File: src/rtl/bus_gnrtr_n_rbtr.sv
// Shared-bus generator/arbiter: round-robin grant, pop one packet, route by dest ID.
// Optional BUS_DROP_CNT_EN adds a saturating count of dropped packets.
module bus_gnrtr_n_rbtr #(
    parameter int         drvrs     = 4,
    parameter int         pckg_sz   = 16,
    parameter logic [7:0] broadcast = 8'hFF
) (
    input  logic                       clk,
    input  logic                       reset,
    input  logic [drvrs-1:0]           pndng,
    input  logic [drvrs*pckg_sz-1:0]   D_pop,
    output logic [drvrs-1:0]           pop,
    output logic [drvrs-1:0]           push,
    output logic [drvrs*pckg_sz-1:0]   D_push
`ifdef BUS_DROP_CNT_EN
    ,
    output logic [15:0]                drop_cnt
`endif
);

    localparam int IW = $clog2(drvrs);

    typedef enum logic [1:0] {
        IDLE,
        POP,
        PUSH
    } state_t;

    state_t             state;
    logic [IW-1:0]      grant;
    logic [IW-1:0]      last;
    logic [IW-1:0]      winner;
    logic [IW-1:0]      cand;
    logic               found;
    int                 idx;
    logic [pckg_sz-1:0] pkt;
    logic [pckg_sz-1:0] lane;
    logic [pckg_sz-1:0] lanes [drvrs];
    logic [7:0]         dest;
    logic [drvrs-1:0]   route;
    logic [drvrs-1:0]   one_hot;

    always_comb begin
        for (int i = 0; i < drvrs; i++) begin
            lanes[i] = D_pop[i*pckg_sz +: pckg_sz];
        end
    end

    assign lane    = lanes[grant];
    assign dest    = lane[pckg_sz-1 -: 8];
    assign one_hot = {{(drvrs-1){1'b0}}, 1'b1} << winner;
    assign D_push  = {drvrs{pkt}};

    // Search starts just past the previous winner so every requester gets a turn.
    always_comb begin
        found  = 1'b0;
        winner = '0;
        idx    = 0;
        cand   = '0;
        for (int k = 1; k <= drvrs; k++) begin
            idx  = (int'(last) + k) % drvrs;
            cand = IW'(idx);
            if (!found && pndng[cand]) begin
                found  = 1'b1;
                winner = cand;
            end
        end
    end

    // Broadcast skips the sender; unknown IDs leave route empty and are dropped.
    always_comb begin
        route = '0;
        for (int i = 0; i < drvrs; i++) begin
            if (dest == broadcast) begin
                route[i] = (i != int'(grant));
            end else begin
                route[i] = (int'(dest) == i);
            end
        end
    end

    always_ff @(posedge clk) begin
        if (reset) begin
            state <= IDLE;
            grant <= '0;
            last  <= IW'(drvrs-1);
            pkt   <= '0;
            pop   <= '0;
            push  <= '0;
        end else begin
            unique case (state)
                IDLE: begin
                    push <= '0;
                    if (found) begin
                        grant <= winner;
                        last  <= winner;
                        pop   <= one_hot;
                        state <= POP;
                    end
                end
                POP: begin
                    pop   <= '0;
                    pkt   <= lane;
                    push  <= route;
                    state <= PUSH;
                end
                PUSH: begin
                    push  <= '0;
                    state <= IDLE;
                end
                default: begin
                    pop   <= '0;
                    push  <= '0;
                    state <= IDLE;
                end
            endcase
        end
    end

`ifdef BUS_DROP_CNT_EN
    logic [7:0] pkt_id;
    logic       pkt_drop;

    assign pkt_id   = pkt[pckg_sz-1 -: 8];
    assign pkt_drop = (pkt_id != broadcast) && (int'(pkt_id) >= drvrs);

    always_ff @(posedge clk) begin
        if (reset) begin
            drop_cnt <= '0;
        end else if (state == PUSH && pkt_drop && drop_cnt != 16'hFFFF) begin
            drop_cnt <= drop_cnt + 16'd1;
        end
    end
`endif

endmodule

File: config.mk
export PLATFORM = sky130hd
export DESIGN_NAME = bus_gnrtr_n_rbtr
export DESIGN_NICKNAME = d
export VERILOG_FILES = /design/src/rtl/bus_gnrtr_n_rbtr.sv
export SDC_FILE = /design/constraint.sdc
export NUM_CORES = 1
export LEC_CHECK = 0
export CAP_MARGIN = 10
export CORE_UTILIZATION = 36
export CTS_BUF_LIST = sky130_fd_sc_hd__clkbuf_8
export DETAILED_ROUTE_END_ITERATION = 8
export GPL_TIMING_DRIVEN = 0
export PLACE_DENSITY_LB_ADDON = 0.12
export SYNTH_ARGS = -nofsm -noshare
export SYNTH_HDL_FRONTEND = slang
export SYNTH_SLANG_ARGS = --single-unit
export TNS_END_PERCENT = 5
File: constraint.sdc
create_clock -name clk -period 2.4 [get_ports clk]
set_input_delay 0.72 -clock clk [delete_from_list [all_inputs] [get_ports clk]]
set_output_delay 0.72 -clock clk [all_outputs]
set_load 0.005 [all_outputs]
==> impl_table.tex, run 1 <==
\begin{tabular}{lr}
\hline
Metric & Value \\
\hline
\multicolumn{2}{l}{\textbf{GRT}} \\
Global route total overflow & 0 \\
Via count of the first global-routing pass & 1970 \\
Number of antenna violations at the first check in global routing & 0 \\
All-layer global routing usage & 19.5\% \\
Pin count of the biggest net entering global routing & 11 \\
Wire length of the first global-routing pass & 9.07 mm \\
\multicolumn{2}{l}{\textbf{Final layout}} \\
Final design utilization & 68.2\% \\
\# diodes & 0 \\
Fraction of final layout cells sized beyond drive strength 1 & 21.0\% \\
Number of nets in the layout & 432 \\
Layout Area Growth over Synthesis & 79.1\% \\
\multicolumn{2}{l}{\textbf{Timing}} \\
RSZ-0062 raised after global routing & false \\
Maximum clock rate & 433 MHz \\
Setup slack of the critical path after layout & 0.0910 ns \\
Final hold violations & 0 \\
Final slew viol count & 0 \\
Total negative slack & 0 ns \\
Final hold slack & 0.460 ns \\
Max transition margin & 60.7\% \\
Min Tclk post-route & 2.31 ns \\
Actual transition at the worst max-transition pin & 0.583 ns \\
Worst Skew & 0.00311 ns \\
Final worst path period share & 96.2\% \\
Endpoints failing setup & 0 \\
\multicolumn{2}{l}{\textbf{Clock tree}} \\
Clock sink count & 30 \\
Cts bufs inserted & 5 \\
Clock insertion delay at the later pin of the skew report & 0.27 ns \\
Root Driver & sky130\_fd\_sc\_hd\_\_clkbuf\_8 \\
Worst-path clk slew & 0.06 ns \\
CTS tree & yes \\
CTS max path bufs & 2 \\
Hold-fix buffer count after cts & 0 \\
Post-CTS Repair Setup Buffers & 0 \\
H-tree levels & 2 \\
\multicolumn{2}{l}{\textbf{Synthesis}} \\
Synth Instances & 215 \\
Sequential area share after synthesis & 30.3\% \\
Count of distinct cell types in the synthesized netlist & 38 \\
Per-instance average area after synthesis & 9.22 um2 \\
List of most frequent post-synthesis cells & 48 x sky130\_fd\_sc\_hd\_\_buf\_4, 41 x sky130\_fd\_sc\_hd\_\_nand2\_1, 30 x sky130\_fd\_sc\_hd\_\_dfxtp\_1, 23 x sky130\_fd\_sc\_hd\_\_a21oi\_1, 11 x sky130\_fd\_sc\_hd\_\_mux4\_2 \\
Top post-synthesis cells by area & sky130\_fd\_sc\_hd\_\_dfxtp\_1 30\%, sky130\_fd\_sc\_hd\_\_buf\_4 18\%, sky130\_fd\_sc\_hd\_\_mux4\_2 13\% \\
Number of enable flip-flop cells after synthesis & 0 \\
Most frequently used flop master after synthesis & sky130\_fd\_sc\_hd\_\_dfxtp\_1 \\
Flop and latch count out of synthesis & 30 \\
Syn nets & 285 \\
Asr flop ratio synth & 0\% \\
Combined area of all synthesized cells & 0.00198 mm2 \\
Most common cell in the netlist & sky130\_fd\_sc\_hd\_\_buf\_4 \\
Count of yosys warnings during synthesis & 0 \\
Fraction of synthesized cell area taken by the top area cell type & 30.3\% \\
Post-synthesis cell type with the largest combined area & sky130\_fd\_sc\_hd\_\_dfxtp\_1 \\
\multicolumn{2}{l}{\textbf{Detailed routing}} \\
Initial DRC count & 60 \\
Routed len/inst & 12.1 um \\
Final ANT Viol Nets & 0 \\
Final routed wirelength across all metal layers & 5.23 mm \\
Via count of the routed design & 2026 \\
Number of search-and-repair iterations in the first detailed-routing pass & 4 \\
DRC Markers & 0 \\
Average via count per standard cell & 4.69 \\
\multicolumn{2}{l}{\textbf{Critical path}} \\
Maximum fanout along the worst path & 7 \\
Max stage delay on crit path & 0.54 ns \\
Highest-delay cell along the critical path & sky130\_fd\_sc\_hd\_\_or4\_1 \\
Critical path cell sequence & clkdlybuf4s50\_1 > nor4\_1 > or3\_1 > clkbuf\_2 > or4\_1 > a21oi\_1 \\
CP arrival & 2.51 ns \\
Cell type group with the largest total delay on the critical path & simple AND/OR/NAND/NOR gates \\
Worst EP required & 2.61 ns \\
Nature of the critical path endpoint & register \\
Startpoint Class & primary input \\
Critical path buffer and inverter count & 2 \\
Worst Setup Path Type & primary input to register \\
\multicolumn{2}{l}{\textbf{Floorplan}} \\
Die outline area & 0.00581 mm2 \\
Floorplan row count & 26 \\
Die X-Extent & 76.2 um \\
Height of the die & 76.2 um \\
Placeable Area & 0.00520 mm2 \\
IO Count & 142 \\
Initial cell density of the core & 38.1\% \\
\multicolumn{2}{l}{\textbf{Placed design}} \\
Post-place setup slack & -0.201 ns \\
Post-detailed-placement half-perimeter wirelength & 4.42 mm \\
Number of port buffers & 140 \\
Placer congestion estimate & 0.780 \\
\multicolumn{2}{l}{\textbf{Pwr}} \\
Leak & 1.40 nW \\
Peak VDD IR & 0.254 mV \\
Ratio of total power to cell area & 469 mW/mm2 \\
\multicolumn{2}{l}{\textbf{Run}} \\
Max Cap Viol & 0 \\
\multicolumn{2}{l}{\textbf{Hold path}} \\
Worst hold path type & register to register \\
\multicolumn{2}{l}{\textbf{Status}} \\
Result of the run & complete, no violations \\
\hline
\end{tabular}
-- through the flow --
stage,total power [W],instance area (um2),std cells
after global routing,0.00177,3550,432
final,0.00166,3550,432
after detailed placement,0.00132,3470,425
after CTS,0.00168,3550,432
after global placement,0.00131,3470,425
after floorplan,0.000954,1980,215
-- state kept, by name, summed over array words and instances, names as in the netlist --
name / flops
pkt: 16
pop: 4
push: 4
grant: 2
last: 2
state: 2
-- cell type report --
cell class / instances / area [um2]
Timing Repair Buffer: 140 / 1400
Clock inverter: 2 / 7.51
Multi-Input combinational cell: 121 / 948
Buffer: 61 / 422
Fill cell: 440 / 1660
Tap cell: 70 / 87.6
Clock buffer: 5 / 68.8
Inverter: 3 / 11.3
Sequential cell: 30 / 601
-- logic make-up after synthesis --
group           synth area share [%]
buf+inv                         21.8
simple gates                    15.1
compound gates                  13.1
flops                           30.3
mux                             19.6
-- tightest hold or removal path, cell delays in order, from the launching register on --
cell                      delay [ns]
sky130_fd_sc_hd__dfxtp_1        0.31
sky130_fd_sc_hd__nand2_1        0.05
sky130_fd_sc_hd__a21oi_1        0.05
-- metal layers --
| layer | wire, um | GRT usage, % |
|---|---|---|
| met4 | 84 | 5.38 |
| met3 | 385 | 6.35 |
| met1 | 2010 | 22.0 |
| met5 | 0 | 0 |
| met2 | 2740 | 34.9 |
-- cells in the final DEF (no fill, tap or decap), drive strengths merged, types with 2 or more instances in the layout --
cell type        n
o21ai            3
mux4            16
o211ai           2
clkdlybuf4s50  139
nor3             3
inv              5
clkbuf          14
a21oi           23
o32ai            4
nand2           41
nor2             5
dfxtp           30
or4              2
buf             52
nand2b           5
-- repair_timing --
action	CTS	global route
setup endpoints to repair	0	3
resized for setup	0	1
endpoints found under the hold margin	0	0
-- where the power goes --
group          switching, W  internal, W
combinational      0.000246     0.000480
sequential        0.0000414     0.000541
clock              0.000166     0.000190
-- final timing paths --
kind / start / endpoint / slack (ns) / cells past startpoint
max: pndng[1] / pop[2]$_SDFFE_PP0P_ / 0.09 / 6
min: pop[3]$_SDFFE_PP0P_ / pop[3]$_SDFFE_PP0P_ / 0.46 / 2
max reg2reg: grant[0]$_SDFFE_PP0P_ / push[0]$_SDFF_PP0_ / 0.59 / 5
min reg2reg: pop[3]$_SDFFE_PP0P_ / pop[3]$_SDFFE_PP0P_ / 0.46 / 2
(Power assumes the default switching activity.)
==> run 2, diff against run 1 <==
Settings changed: TNS_END_PERCENT 5 to 20.
==> results of run 2 <==
Same layout as run 1: the final DEF is identical, and so are final timing and power.
==> run 3, diff against run 2 <==
Settings changed: CORE_ASPECT_RATIO set to 0.8, SKIP_CTS_REPAIR_TIMING set to 1.
==> run 3 against run 2 <==
The run now ends with DRC left; design area decreased by 0.11%; sequential share of layout area about the same; critical path depth unchanged; die area about the same; routed wire length increased by 9.5%; setup slack improved by 0.026 ns; critical endpoint is now pop[0]$_SDFFE_PP0P_; largest cell class unchanged; largest power group unchanged.
==> impl_table.tex, run 3 (same netlist as run 1, synthesis figures left out) <==
\begin{tabular}{lr}
\hline
Metric & Value \\
\hline
\multicolumn{2}{l}{\textbf{Detailed routing}} \\
Number of search-and-repair iterations in the first detailed-routing pass & 7 \\
DRC Markers & 8 \\
Final ANT Viol Nets & 0 \\
Routed len/inst & 13.5 um \\
Final routed wirelength across all metal layers & 5.72 mm \\
Average via count per standard cell & 4.76 \\
Via count of the routed design & 2013 \\
Initial DRC count & 68 \\
\multicolumn{2}{l}{\textbf{Timing}} \\
RSZ-0062 raised after global routing & false \\
Max transition margin & 59.2\% \\
Min Tclk post-route & 2.28 ns \\
Endpoints failing setup & 0 \\
Final slew viol count & 0 \\
Final worst path period share & 95.1\% \\
Setup slack of the critical path after layout & 0.117 ns \\
Worst Skew & 0.00386 ns \\
Final hold violations & 0 \\
Total negative slack & 0 ns \\
Actual transition at the worst max-transition pin & 0.612 ns \\
Maximum clock rate & 438 MHz \\
\multicolumn{2}{l}{\textbf{GRT}} \\
Via count of the first global-routing pass & 1814 \\
All-layer global routing usage & 19.5\% \\
Pin count of the biggest net entering global routing & 11 \\
Number of antenna violations at the first check in global routing & 0 \\
Wire length of the first global-routing pass & 8.61 mm \\
Global route total overflow & 0 \\
\multicolumn{2}{l}{\textbf{Floorplan}} \\
Die outline area & 0.00581 mm2 \\
Height of the die & 68.4 um \\
IO Count & 142 \\
Floorplan row count & 23 \\
Placeable Area & 0.00515 mm2 \\
Die X-Extent & 85.0 um \\
Initial cell density of the core & 38.5\% \\
\multicolumn{2}{l}{\textbf{Critical path}} \\
CP arrival & 2.49 ns \\
Setup crit start & pndng[1] \\
Nature of the critical path endpoint & register \\
Startpoint of the worst-slack reg-to-reg timing path & grant[1]\$\_SDFFE\_PP0P\_ \\
Startpoint Class & primary input \\
Worst EP required & 2.60 ns \\
Maximum fanout along the worst path & 7 \\
Worst Setup Path Type & primary input to register \\
\multicolumn{2}{l}{\textbf{Clock tree}} \\
CTS tree & yes \\
Worst-path clk slew & 0.06 ns \\
Cts bufs inserted & 5 \\
H-tree levels & 2 \\
Clock insertion delay at the later pin of the skew report & 0.27 ns \\
Root Driver & sky130\_fd\_sc\_hd\_\_clkbuf\_8 \\
CTS max path bufs & 2 \\
Clock sink count & 30 \\
\multicolumn{2}{l}{\textbf{Hold path}} \\
Start point of the worst hold path & pop[1]\$\_SDFFE\_PP0P\_ \\
Worst hold path type & register to register \\
\multicolumn{2}{l}{\textbf{Run}} \\
Max Cap Viol & 0 \\
\multicolumn{2}{l}{\textbf{Placed design}} \\
Post-place setup slack & -0.204 ns \\
Number of port buffers & 140 \\
Post-detailed-placement half-perimeter wirelength & 4.69 mm \\
Placer congestion estimate & 0.842 \\
\multicolumn{2}{l}{\textbf{Pwr}} \\
Peak VDD IR & 0.220 mV \\
Leak & 1.39 nW \\
Overall Power & 0.00171 W \\
Ratio of total power to cell area & 482 mW/mm2 \\
\multicolumn{2}{l}{\textbf{Final layout}} \\
\# diodes & 0 \\
Number of nets in the layout & 432 \\
Fraction of final layout cells sized beyond drive strength 1 & 21.3\% \\
Number of flip-flops under the largest register name & 16 \\
Final design utilization & 68.8\% \\
Registers with the most flip-flops & pkt x16, pop x4, push x4 \\
Layout Area Growth over Synthesis & 78.9\% \\
Count of fill cells added during filler insertion & 443 \\
Top library cells by usage in the layout, fill and taps aside & 139 x sky130\_fd\_sc\_hd\_\_clkdlybuf4s50\_1, 48 x sky130\_fd\_sc\_hd\_\_buf\_4, 41 x sky130\_fd\_sc\_hd\_\_nand2\_1, 30 x sky130\_fd\_sc\_hd\_\_dfxtp\_1, 23 x sky130\_fd\_sc\_hd\_\_a21oi\_1 \\
Most flop-heavy register & pkt \\
Most common library cell in the layout ignoring fill and taps & sky130\_fd\_sc\_hd\_\_clkdlybuf4s50\_1 \\
\multicolumn{2}{l}{\textbf{Status}} \\
Result of the run & complete, but fails checks \\
Violations in the final reports & DRC \\
\hline
\end{tabular}
==> run 3: per-stage QoR <==
| step | cells | hold WS, ns | cell area, um2 |
|---|---|---|---|
| 2_1_floorplan | 215 | 0.453 | 1980 |
| 3_3_place_gp | 417 | 0.445 | 3460 |
| 3_5_place_dp | 417 | 0.447 | 3460 |
| 4_1_cts | 423 | 0.455 | 3540 |
| 5_1_grt | 423 | 0.480 | 3550 |
| 6_report | 423 | 0.455 | 3550 |
==> run 3: area by class of cell <==
class                      count  area, um2  area share, %
timing repair buffer         140       1400           39.6
multi-input combinational    121        948           26.7
sequential                    30        601           16.9
buffer                        61        422           11.9
clock buffer                   6       82.6           2.33
tap                           62       77.6           2.19
inverter                       3       11.3          0.318
==> run 3: power breakdown <==
| group | internal [W] | switching, W |
|---|---|---|
| clock network | 0.000221 | 0.000174 |
| logic | 0.000480 | 0.000253 |
| registers | 0.000541 | 0.0000412 |
| total | 0.00124 | 0.000467 |
==> run 3: final timing paths <==
check / to / slack, ns / cells after the start
worst max-delay path: pop[0]$_SDFFE_PP0P_ / 0.12 / 6
worst max register to register: pkt[3]$_SDFFE_PP0N_ / 0.55 / 5
worst min register to register: pop[1]$_SDFFE_PP0P_ / 0.45 / 2
worst min-delay path: pop[1]$_SDFFE_PP0P_ / 0.45 / 2
==> run 3: per-layer routing <==
| metal | global-route usage (%) | part of all wire (%) | vias to the layer above | wire length, um |
|---|---|---|---|---|
| met5 | 0 | 0 | - | 0 |
| met1 | 23.6 | 41 | 915 | 2370 |
| met4 | 5.08 | 0.75 | 0 | 43 |
| li1 | - | - | 1006 | - |
| met2 | 35.3 | 51 | 87 | 2910 |
| met3 | 4.70 | 7.0 | 5 | 398 |
==> run 3: worst max-delay path, cell delays in order <==
cell and delay [ns]:
sky130_fd_sc_hd__clkdlybuf4s50_1 0.52, sky130_fd_sc_hd__nor4_1 0.09, sky130_fd_sc_hd__or3_1 0.31, sky130_fd_sc_hd__clkbuf_2 0.16, sky130_fd_sc_hd__or4_1 0.55, sky130_fd_sc_hd__a21oi_1 0.13
